## src/rtl/ram_bist_ctrl.sv

```systemverilog
// ----------------------------------------------------------------------------
// ram_bist_ctrl
//   Built-in self test controller for a single-port RAM with a level-sensitive
//   write strobe. A start pulse runs one write pass that stores
//   pattern(k) = (2*k) mod 2^WORD_SIZE at every address 0..MEM_SIZE-1. A read
//   pass then compares every word against the same pattern. The controller
//   reports the number of mismatching addresses and the first failing one.
//
//   Each write takes two cycles: WR_SETUP presents addr/data with wr low, and
//   WR_STROBE raises wr. This gives exactly one wr rising edge per address,
//   with addr and data already stable for a full cycle before that edge.
//
// Ports
//   clk        in   single clock, rising edge
//   rst        in   asynchronous active-high reset
//   start      in   begin test (only sampled when not busy)
//   addr       out  RAM address
//   data_in    out  RAM write data
//   wr         out  RAM write strobe
//   cs         out  RAM chip select
//   data_out   in   combinational RAM read data for addr
//   busy       out  test in progress
//   done       out  test finished, results valid
//   pass       out  done with zero mismatches
//   err_count  out  number of mismatching addresses
//   fail_addr  out  first mismatching address (valid when err_count != 0)
// ----------------------------------------------------------------------------
module ram_bist_ctrl #(
    parameter int ADDR_SIZE = 10,
    parameter int WORD_SIZE = 8,
    parameter int MEM_SIZE  = 1024
) (
    input  logic                 clk,
    input  logic                 rst,
    input  logic                 start,
    output logic [ADDR_SIZE-1:0] addr,
    output logic [WORD_SIZE-1:0] data_in,
    output logic                 wr,
    output logic                 cs,
    input  logic [WORD_SIZE-1:0] data_out,
    output logic                 busy,
    output logic                 done,
    output logic                 pass,
    output logic [ADDR_SIZE:0]   err_count,
    output logic [ADDR_SIZE-1:0] fail_addr
);

    typedef enum logic [2:0] {
        S_IDLE,
        S_WR_SETUP,
        S_WR_STROBE,
        S_RD,
        S_DONE
    } state_t;

    localparam logic [ADDR_SIZE-1:0] K_LAST = ADDR_SIZE'(MEM_SIZE - 1);

    // (2*k) mod 2^WORD_SIZE: shift left by one, then truncate or zero-extend.
    function automatic logic [WORD_SIZE-1:0] pattern(input logic [ADDR_SIZE-1:0] k);
        logic [ADDR_SIZE:0] dbl;
        dbl = {k, 1'b0};
        return WORD_SIZE'(dbl);
    endfunction

    state_t                 r_state, w_state_nxt;
    logic [ADDR_SIZE-1:0]   r_k, w_k_nxt;
    logic [ADDR_SIZE:0]     r_err, w_err_nxt;
    logic [ADDR_SIZE-1:0]   r_fail, w_fail_nxt;
    logic                   w_mismatch;

    logic [ADDR_SIZE-1:0]   r_addr, w_addr_nxt;
    logic [WORD_SIZE-1:0]   r_data, w_data_nxt;
    logic                   r_wr, w_wr_nxt;
    logic                   r_cs, w_cs_nxt;
    logic                   r_busy, w_busy_nxt;
    logic                   r_done, w_done_nxt;
    logic                   r_pass, w_pass_nxt;

    // In RD the RAM is addressed with r_k, so data_out belongs to word r_k.
    assign w_mismatch = (r_state == S_RD) && (data_out != pattern(r_k));

    always_ff @(posedge clk or posedge rst) begin
        if (rst) begin
            r_state <= S_IDLE;
            r_k     <= '0;
            r_err   <= '0;
            r_fail  <= '0;
            r_addr  <= '0;
            r_data  <= '0;
            r_wr    <= 1'b0;
            r_cs    <= 1'b0;
            r_busy  <= 1'b0;
            r_done  <= 1'b0;
            r_pass  <= 1'b0;
        end else begin
            r_state <= w_state_nxt;
            r_k     <= w_k_nxt;
            r_err   <= w_err_nxt;
            r_fail  <= w_fail_nxt;
            r_addr  <= w_addr_nxt;
            r_data  <= w_data_nxt;
            r_wr    <= w_wr_nxt;
            r_cs    <= w_cs_nxt;
            r_busy  <= w_busy_nxt;
            r_done  <= w_done_nxt;
            r_pass  <= w_pass_nxt;
        end
    end

    always_comb begin
        w_state_nxt = r_state;
        w_k_nxt     = r_k;
        w_err_nxt   = r_err;
        w_fail_nxt  = r_fail;

        case (r_state)
            S_IDLE, S_DONE: begin
                if (start) begin
                    w_state_nxt = S_WR_SETUP;
                    w_k_nxt     = '0;
                    w_err_nxt   = '0;
                    w_fail_nxt  = '0;
                end
            end
            S_WR_SETUP: w_state_nxt = S_WR_STROBE;
            S_WR_STROBE: begin
                if (r_k == K_LAST) begin
                    w_k_nxt     = '0;
                    w_state_nxt = S_RD;
                end else begin
                    w_k_nxt     = r_k + 1'b1;
                    w_state_nxt = S_WR_SETUP;
                end
            end
            S_RD: begin
                if (w_mismatch) begin
                    w_err_nxt = r_err + 1'b1;
                    if (r_err == '0) w_fail_nxt = r_k;
                end
                if (r_k == K_LAST) begin
                    w_k_nxt     = '0;
                    w_state_nxt = S_DONE;
                end else begin
                    w_k_nxt = r_k + 1'b1;
                end
            end
            default: w_state_nxt = S_IDLE;
        endcase
    end

    // Outputs are decoded from the next state and next counter, then
    // registered. This keeps every output a flop that is aligned with its state.
    always_comb begin
        w_addr_nxt = '0;
        w_data_nxt = '0;
        w_wr_nxt   = 1'b0;
        w_cs_nxt   = 1'b0;
        w_busy_nxt = 1'b0;
        w_done_nxt = 1'b0;
        w_pass_nxt = 1'b0;

        case (w_state_nxt)
            S_WR_SETUP: begin
                w_addr_nxt = w_k_nxt;
                w_data_nxt = pattern(w_k_nxt);
                w_cs_nxt   = 1'b1;
                w_busy_nxt = 1'b1;
            end
            S_WR_STROBE: begin
                w_addr_nxt = w_k_nxt;
                w_data_nxt = pattern(w_k_nxt);
                w_cs_nxt   = 1'b1;
                w_wr_nxt   = 1'b1;
                w_busy_nxt = 1'b1;
            end
            S_RD: begin
                w_addr_nxt = w_k_nxt;
                w_cs_nxt   = 1'b1;
                w_busy_nxt = 1'b1;
            end
            S_DONE: begin
                w_done_nxt = 1'b1;
                w_pass_nxt = (w_err_nxt == '0);
            end
            default: ;
        endcase
    end

    assign addr      = r_addr;
    assign data_in   = r_data;
    assign wr        = r_wr;
    assign cs        = r_cs;
    assign busy      = r_busy;
    assign done      = r_done;
    assign pass      = r_pass;
    assign err_count = r_err;
    assign fail_addr = r_fail;

endmodule

```

## config.mk

```make
export PLATFORM = sky130hd
export DESIGN_NAME = ram_bist_ctrl
export DESIGN_NICKNAME = d
export VERILOG_FILES = /design/src/rtl/ram_bist_ctrl.sv
export SDC_FILE = /design/constraint.sdc
export NUM_CORES = 1
export LEC_CHECK = 0
export CORE_AREA = 2 2 93 59
export CTS_BUF_LIST = sky130_fd_sc_hd__clkbuf_2
export DETAILED_ROUTE_END_ITERATION = 10
export DIE_AREA = 0 0 95 61
export GPL_TIMING_DRIVEN = 0
export PLACE_DENSITY = 0.83
export SLEW_MARGIN = 40
export SYNTH_ARGS = -nofsm -noshare
export SYNTH_HDL_FRONTEND = slang
export SYNTH_SLANG_ARGS = --single-unit
export TNS_END_PERCENT = 10
```

## constraint.sdc

```tcl
create_clock -name clk -period 5.9 [get_ports clk]
set_input_delay 0.59 -clock clk [delete_from_list [all_inputs] [get_ports clk]]
set_output_delay 0.59 -clock clk [all_outputs]
set_load 0.02 [all_outputs]
```

Word-level counts from Yosys, hierarchy flattened:

Index checks and enable logic that the tools add are counted.

* flip-flop bits (word level): 56
* bits in latches: 0
* logic and storage cells: 55
* RAM bits: 0
* bits in read-only memories: 0
* input port bits: 11
* memories kept: 0

* shift operators: 0
* equal/unequal tests: 13
* div/mod/pow operators: 0
* muxes and demuxes: 20
* add/subtract/negate cells: 2
* order comparisons: 0
* bitwise logic cells: 0
* reduce and logical (&&, ||, !) cells: 10
* $mul: 0

Operators with widths (count)
* 2-to-1 mux 10 bit: 6
* case mux 10 bit (2 select lines): 2
* zero test 11 bit: 2
* 2-to-1 mux 11 bit: 2
* case mux 11 bit (2 select lines): 1
* == test 3 x 2 -> 1 bit (second input constant): 4
* case mux 3 bit (4 select lines): 1
* adder 11 x 1 -> 11 bit (second input constant): 1
* adder 10 x 1 -> 10 bit (second input constant): 1
* == test 10 bit (second input constant): 1
* 2-to-1 mux 8 bit: 1
* != test 8 bit: 1
* == test 3 x 1 -> 1 bit (second input constant): 2
* == test 3 bit (second input constant): 2
* 2-to-1 mux 3 bit: 2
* OR reduction 2 bit: 3
* 2-to-1 mux 1 bit: 4
* != test 2 bit (second input constant): 2
* AND reduction 4 bit: 1
* zero test 3 bit: 1
* OR reduction 3 bit: 1
* 2-to-1 mux 2 bit: 1
* != test 2 x 1 -> 1 bit (second input constant): 1
* nonzero test 2 bit: 1
* logical AND 1 bit: 1

Logic depth before layout (Yosys ltp):

* depth in word-level cells: 6
* depth in mapped cells: 9
* depth with buffers taken out: 8

Least setup slack after synthesis:

Ideal clock, no wire load.

* kind: input-to-reg
* start: input port data_out[1]
* end: register r_pass (netlist: pass)
* setup slack: 3.306 ns
* data arrival time: 2.498 ns
* setup time: 0.096 ns
* stages on the path: 7
* path buffers: 0
* cell sequence: xor2_1 -> or4_4 -> nor2_4 -> nor2_1 -> a31o_2 -> or4b_1 -> nor4_2

* longest elaborated chain between the ends: 6

Ends and longest elaborated chain
* start, declared: RTL line 40 `input logic [WORD_SIZE-1:0] data_out,`
* != test 8 bit: RTL line 80 `assign w_mismatch = (r_state == S_RD) && (data_out != pattern(r_k));`
* logical AND 1 bit: RTL line 80
* 2-to-1 mux 11 bit: RTL line 136 `if (w_mismatch) begin`
* case mux 11 bit (2 select lines): RTL line 116 `case (r_state)`
* named net w_err_nxt[2]: RTL line 67 `logic [ADDR_SIZE:0] r_err, w_err_nxt;`
* zero test 11 bit: RTL line 183 `w_pass_nxt = (w_err_nxt == '0);`
* 2-to-1 mux 1 bit: RTL line 162 `case (w_state_nxt)`
* named net w_pass_nxt: RTL line 77 `logic r_pass, w_pass_nxt;`
* end signal, assigned: RTL line 106 `r_pass <= w_pass_nxt;`
* end, declared: RTL line 77

The timed path passes the listed nets, and every way through them passes these cells.
A chain may end at the register's enable or synchronous reset.

Final worst setup path:

* start: register r_k[0]
* end: register r_pass (netlist: pass)

RTL lines
* start, declared: RTL line 66 `logic [ADDR_SIZE-1:0] r_k, w_k_nxt;`
* start signal, assigned: RTL line 97 `r_k <= w_k_nxt;`
* == test 10 bit: RTL line 140 `if (r_k == K_LAST) begin`
* 2-to-1 mux 3 bit: RTL line 140
* case mux 3 bit (4 select lines): RTL line 116
* named net w_state_nxt[2]: RTL line 65 `state_t r_state, w_state_nxt;`
* == test 3 bit: RTL line 162
* 2-to-1 mux 1 bit: RTL line 162
* named net w_pass_nxt: RTL line 77

The timed path passes the listed nets, and every way through them passes these cells.

==> results_dict.tcl <==
set metrics [dict create \
    status "finished clean" \
    async_flop_share_pct 100 \
    r2r_setup_slack_ns 2.98 \
    antenna_found_initial 0 \
    dp_hpwl_mm 4.50 \
    fin_crit_sh_pct 49.4 \
    rr_startpoint "r_k[0]$_DFF_PP0_" \
    rr_worst_depth 8 \
    place_congestion 0.859 \
    synth_ff_type "dfrtp_1" \
    synth-seq-cells 55 \
    drc 0 \
    synth_cell_type_count 56 \
    clk_latency_ns 0.46 \
    cts_buffer_depth 2 \
    fill_cells 399 \
    antennaDiodeCount 0 \
    ir_drop_mv 0.146 \
    cts_tree "built" \
    syn-instance-count 265 \
    synth_compound_area_share_pct 15.9 \
    drt-initial-drc-count 181 \
    post_cts_buffers 0 \
    layout-area-overhead-vs-synth_pct 26.7 \
    dp_worst_setup_slack_ns 2.63 \
    grt.busiest_layer "met1" \
    final-max-slew-violation-count 0 \
    ant_nets 0 \
    synth-seq-area-share_pct 52.5 \
    wl_per_cell_um 15.3 \
    crit_path_cell_trace "ha_1 > nand2_1 > nor3_1 > a41o_1 > o211ai_1 > nor4_1 > or4b_1 > nor4_2" \
    syn_area_sq_mm 0.00262 \
    track_usage_pct 23.1 \
    synth_mux_area_share_pct 0.430 \
    wl_mm 6.02 \
    cts_buffers 5 \
    maxSlewHeadroom_pct 51.9 \
    slowest_delay_ns 0.56 \
    ctsHtreeMaxLevel 2 \
    rows 20 \
    crit_type "flop to flop" \
    hp-class "primary input to asynchronous set/reset pin" \
    hold_ws_ns 0.398 \
    regToRegEndpoint "pass$_DFF_PP0_" \
    multi_input_area_sq_mm 0.00112 \
    cp_slowest_cell "nor3_1" \
    drive_above_1_share_pct 8.56 \
    synthAdderAreaFrac_pct 1.43 \
    seqCellArea_sq_mm 0.00138 \
    cts-resized-gates 0 \
    synth_area_leaders "dfrtp_1, nand2_1, nand3_1, nor2_1, o21ai_0" \
    fin_util_pct 67.3 \
    grt_max_degree 30 \
    cp_data_required_time_ns 6.31 \
    start_util_pct 53.1 \
    grt_pass1_wl_mm 9.98 \
    fmax_ghz 0.343 \
    grt-ovfl-total 0 \
    worst_pin_slew_ns 0.715 \
    setup_viol 0 \
    ys.warnings.count 0 \
    die_h_um 61 \
    avgSynthCellArea_sq_um 9.89 \
    synthSimpleGateAreaFrac_pct 21.6 \
    p_per_area_mw_per_mm2 178 \
    vias_per_cell 5.60 \
    period_needed_ns 2.92 \
    fin_skew_ns 0.0291 \
    cts_num_sinks 55 \
    root_buffer "clkbuf_2" \
    post_dp_cell_area_sq_mm 0.00326 \
    io_pins 55 \
    vias 2201 \
    maxCapViolCount 0 \
    fin_area_sq_mm 0.00332 \
    rsz0062_at_grt "false" \
    grtUsageMet3_pct 5.84 \
    use_met1_pct 35.1 \
    fin_tns_setup_ns 0 \
    crit_fanout 7 \
    coreArea_sq_mm 0.00493 \
    dieArea_sq_mm 0.00580 \
    cp-start-kind "flop" \
    synth_area_leader_cell "dfrtp_1" \
    finalHoldViolCount 0 \
    synth-edff-count 0 \
    use_met2_pct 33.0 \
    die_w_um 95 \
    clk_pin_slew_ns 0.29 \
    portBuffers 53 \
    cp-end-kind "flop" \
    synth_top_area_share_pct 52.5 \
    postCtsHoldBufs 0 \
    grt_pass1_vias 2027 \
    finalNetCount 340 \
    worst_slack_ns 2.98 \
    p_leak_uw 0.00146 \
    synth-xor-area-share_pct 3.34 \
    syn_nets 279 \
    arrival_ns 3.33 \
    drtPass1Iterations 4 \
    synth_top_family_by_area "simple AND/OR/NAND/NOR gates" \
]
==> synth_stat cells (2+ instances only) <==
cell and count:
a22oi_1 2, o21a_1 3, clkbuf_1 6, a31oi_1 6, dfrtp_1 55, a211oi_1 2
or4_4 2, xnor2_1 3, nand2_1 33, nor3_1 3, a31o_2 3, nor2_1 22
buf_4 3, nand3_1 18, nor3b_1 3, and3_1 6, o211ai_2 2, a21oi_1 4
ha_1 3, o21ai_0 14, inv_1 16, xor2_1 7, a21o_1 2, a41o_1 2
o31ai_1 3, nand4_1 4, and2_1 2, o21bai_1 2, nor4_1 7
==> cell usage in the layout (no fill, tap or decap), types with 2 or more instances in the layout <==
cell and count:
inv_1 15, clkbuf_1 6, dfrtp_1 55, clkbuf_2 5
a22oi_1 2, or4_4 2, nand4_1 4, nand2_1 33
a21o_1 2, clkdlybuf4s50_1 53, and3_1 6, nor3b_1 3
nand3_1 18, nor4_1 7, o21bai_1 2, and2_1 2
o21ai_0 14, a211oi_1 2, o21a_1 3, o211ai_2 2
a21oi_1 4, buf_4 3, xor2_1 7, xnor2_1 3
nor3_1 3, ha_1 3, a31o_2 3, a41o_1 2
nor2_1 22, o31ai_1 3, a31oi_1 6
==> state kept, by name, summed over array words and instances, names as in the netlist <==
name,flops
err_count,11
addr,10
fail_addr,10
r_k,10
data_in,7
r_state,3
busy,1
done,1
pass,1
wr,1
==> report_power, final <==
group | total [uW] | internal [uW] | switching, uW
Clock | 190 | 69.6 | 120
Combinational | 22.2 | 9.62 | 12.6
Sequential | 378 | 378 | 0.106
Total | 590 | 457 | 133
==> worst max-delay path by stage <==
stage / start / to
after CTS: r_k[0]$_DFF_PP0_ / pass$_DFF_PP0_
final: r_k[0]$_DFF_PP0_ / pass$_DFF_PP0_
after global placement: data_out[1] / pass$_DFF_PP0_
after floorplan: data_out[1] / pass$_DFF_PP0_
after global routing: r_k[0]$_DFF_PP0_ / pass$_DFF_PP0_
after detailed placement: data_out[1] / pass$_DFF_PP0_
==> worst max-delay path: cells and delay by family (launching register included) <==
| kind | cells | cell delay (ns) |
|---|---|---|
| flops | 1 | 0.55 |
| fa+ha+maj | 1 | 0.27 |
| compound gates | 2 | 0.44 |
| simple gates | 5 | 1.62 |
==> per-stage QoR <==
step / total power [uW] / std cells
after floorplan: 395 / 265
after global placement: 405 / 384
after detailed placement: 407 / 385
after CTS: 592 / 393
after global routing: 606 / 393
final: 590 / 393
==> cells by family after synthesis <==
| group | count (synthesis) |
|---|---|
| multiplexers | 1 |
| AND/OR/NAND/NOR | 110 |
| flip-flops | 55 |
| buffers and inverters | 28 |
| other | 1 |
| XOR/XNOR | 10 |
| adder cells (fa/ha/maj) | 3 |
| AO/OA/AOI/OAI | 57 |
==> cell type report <==
class,count,share of cell area (%)
clock buffer,5,0.754
buffer,12,1.85
multi-input combinational,182,33.8
timing repair buffer,54,16.6
sequential,55,41.5
clock inverter,3,1.17
inverter,16,1.88
tap,66,2.49
==> routing by layer <==
layer | up-vias | part of all wire, %
li1 | 1060 | -
met1 | 1040 | 48
met2 | 93 | 42
met3 | 8 | 9.1
met4 | 0 | 0.98
met5 | - | 0
Note: power is estimated with default switching activity, not from simulation.
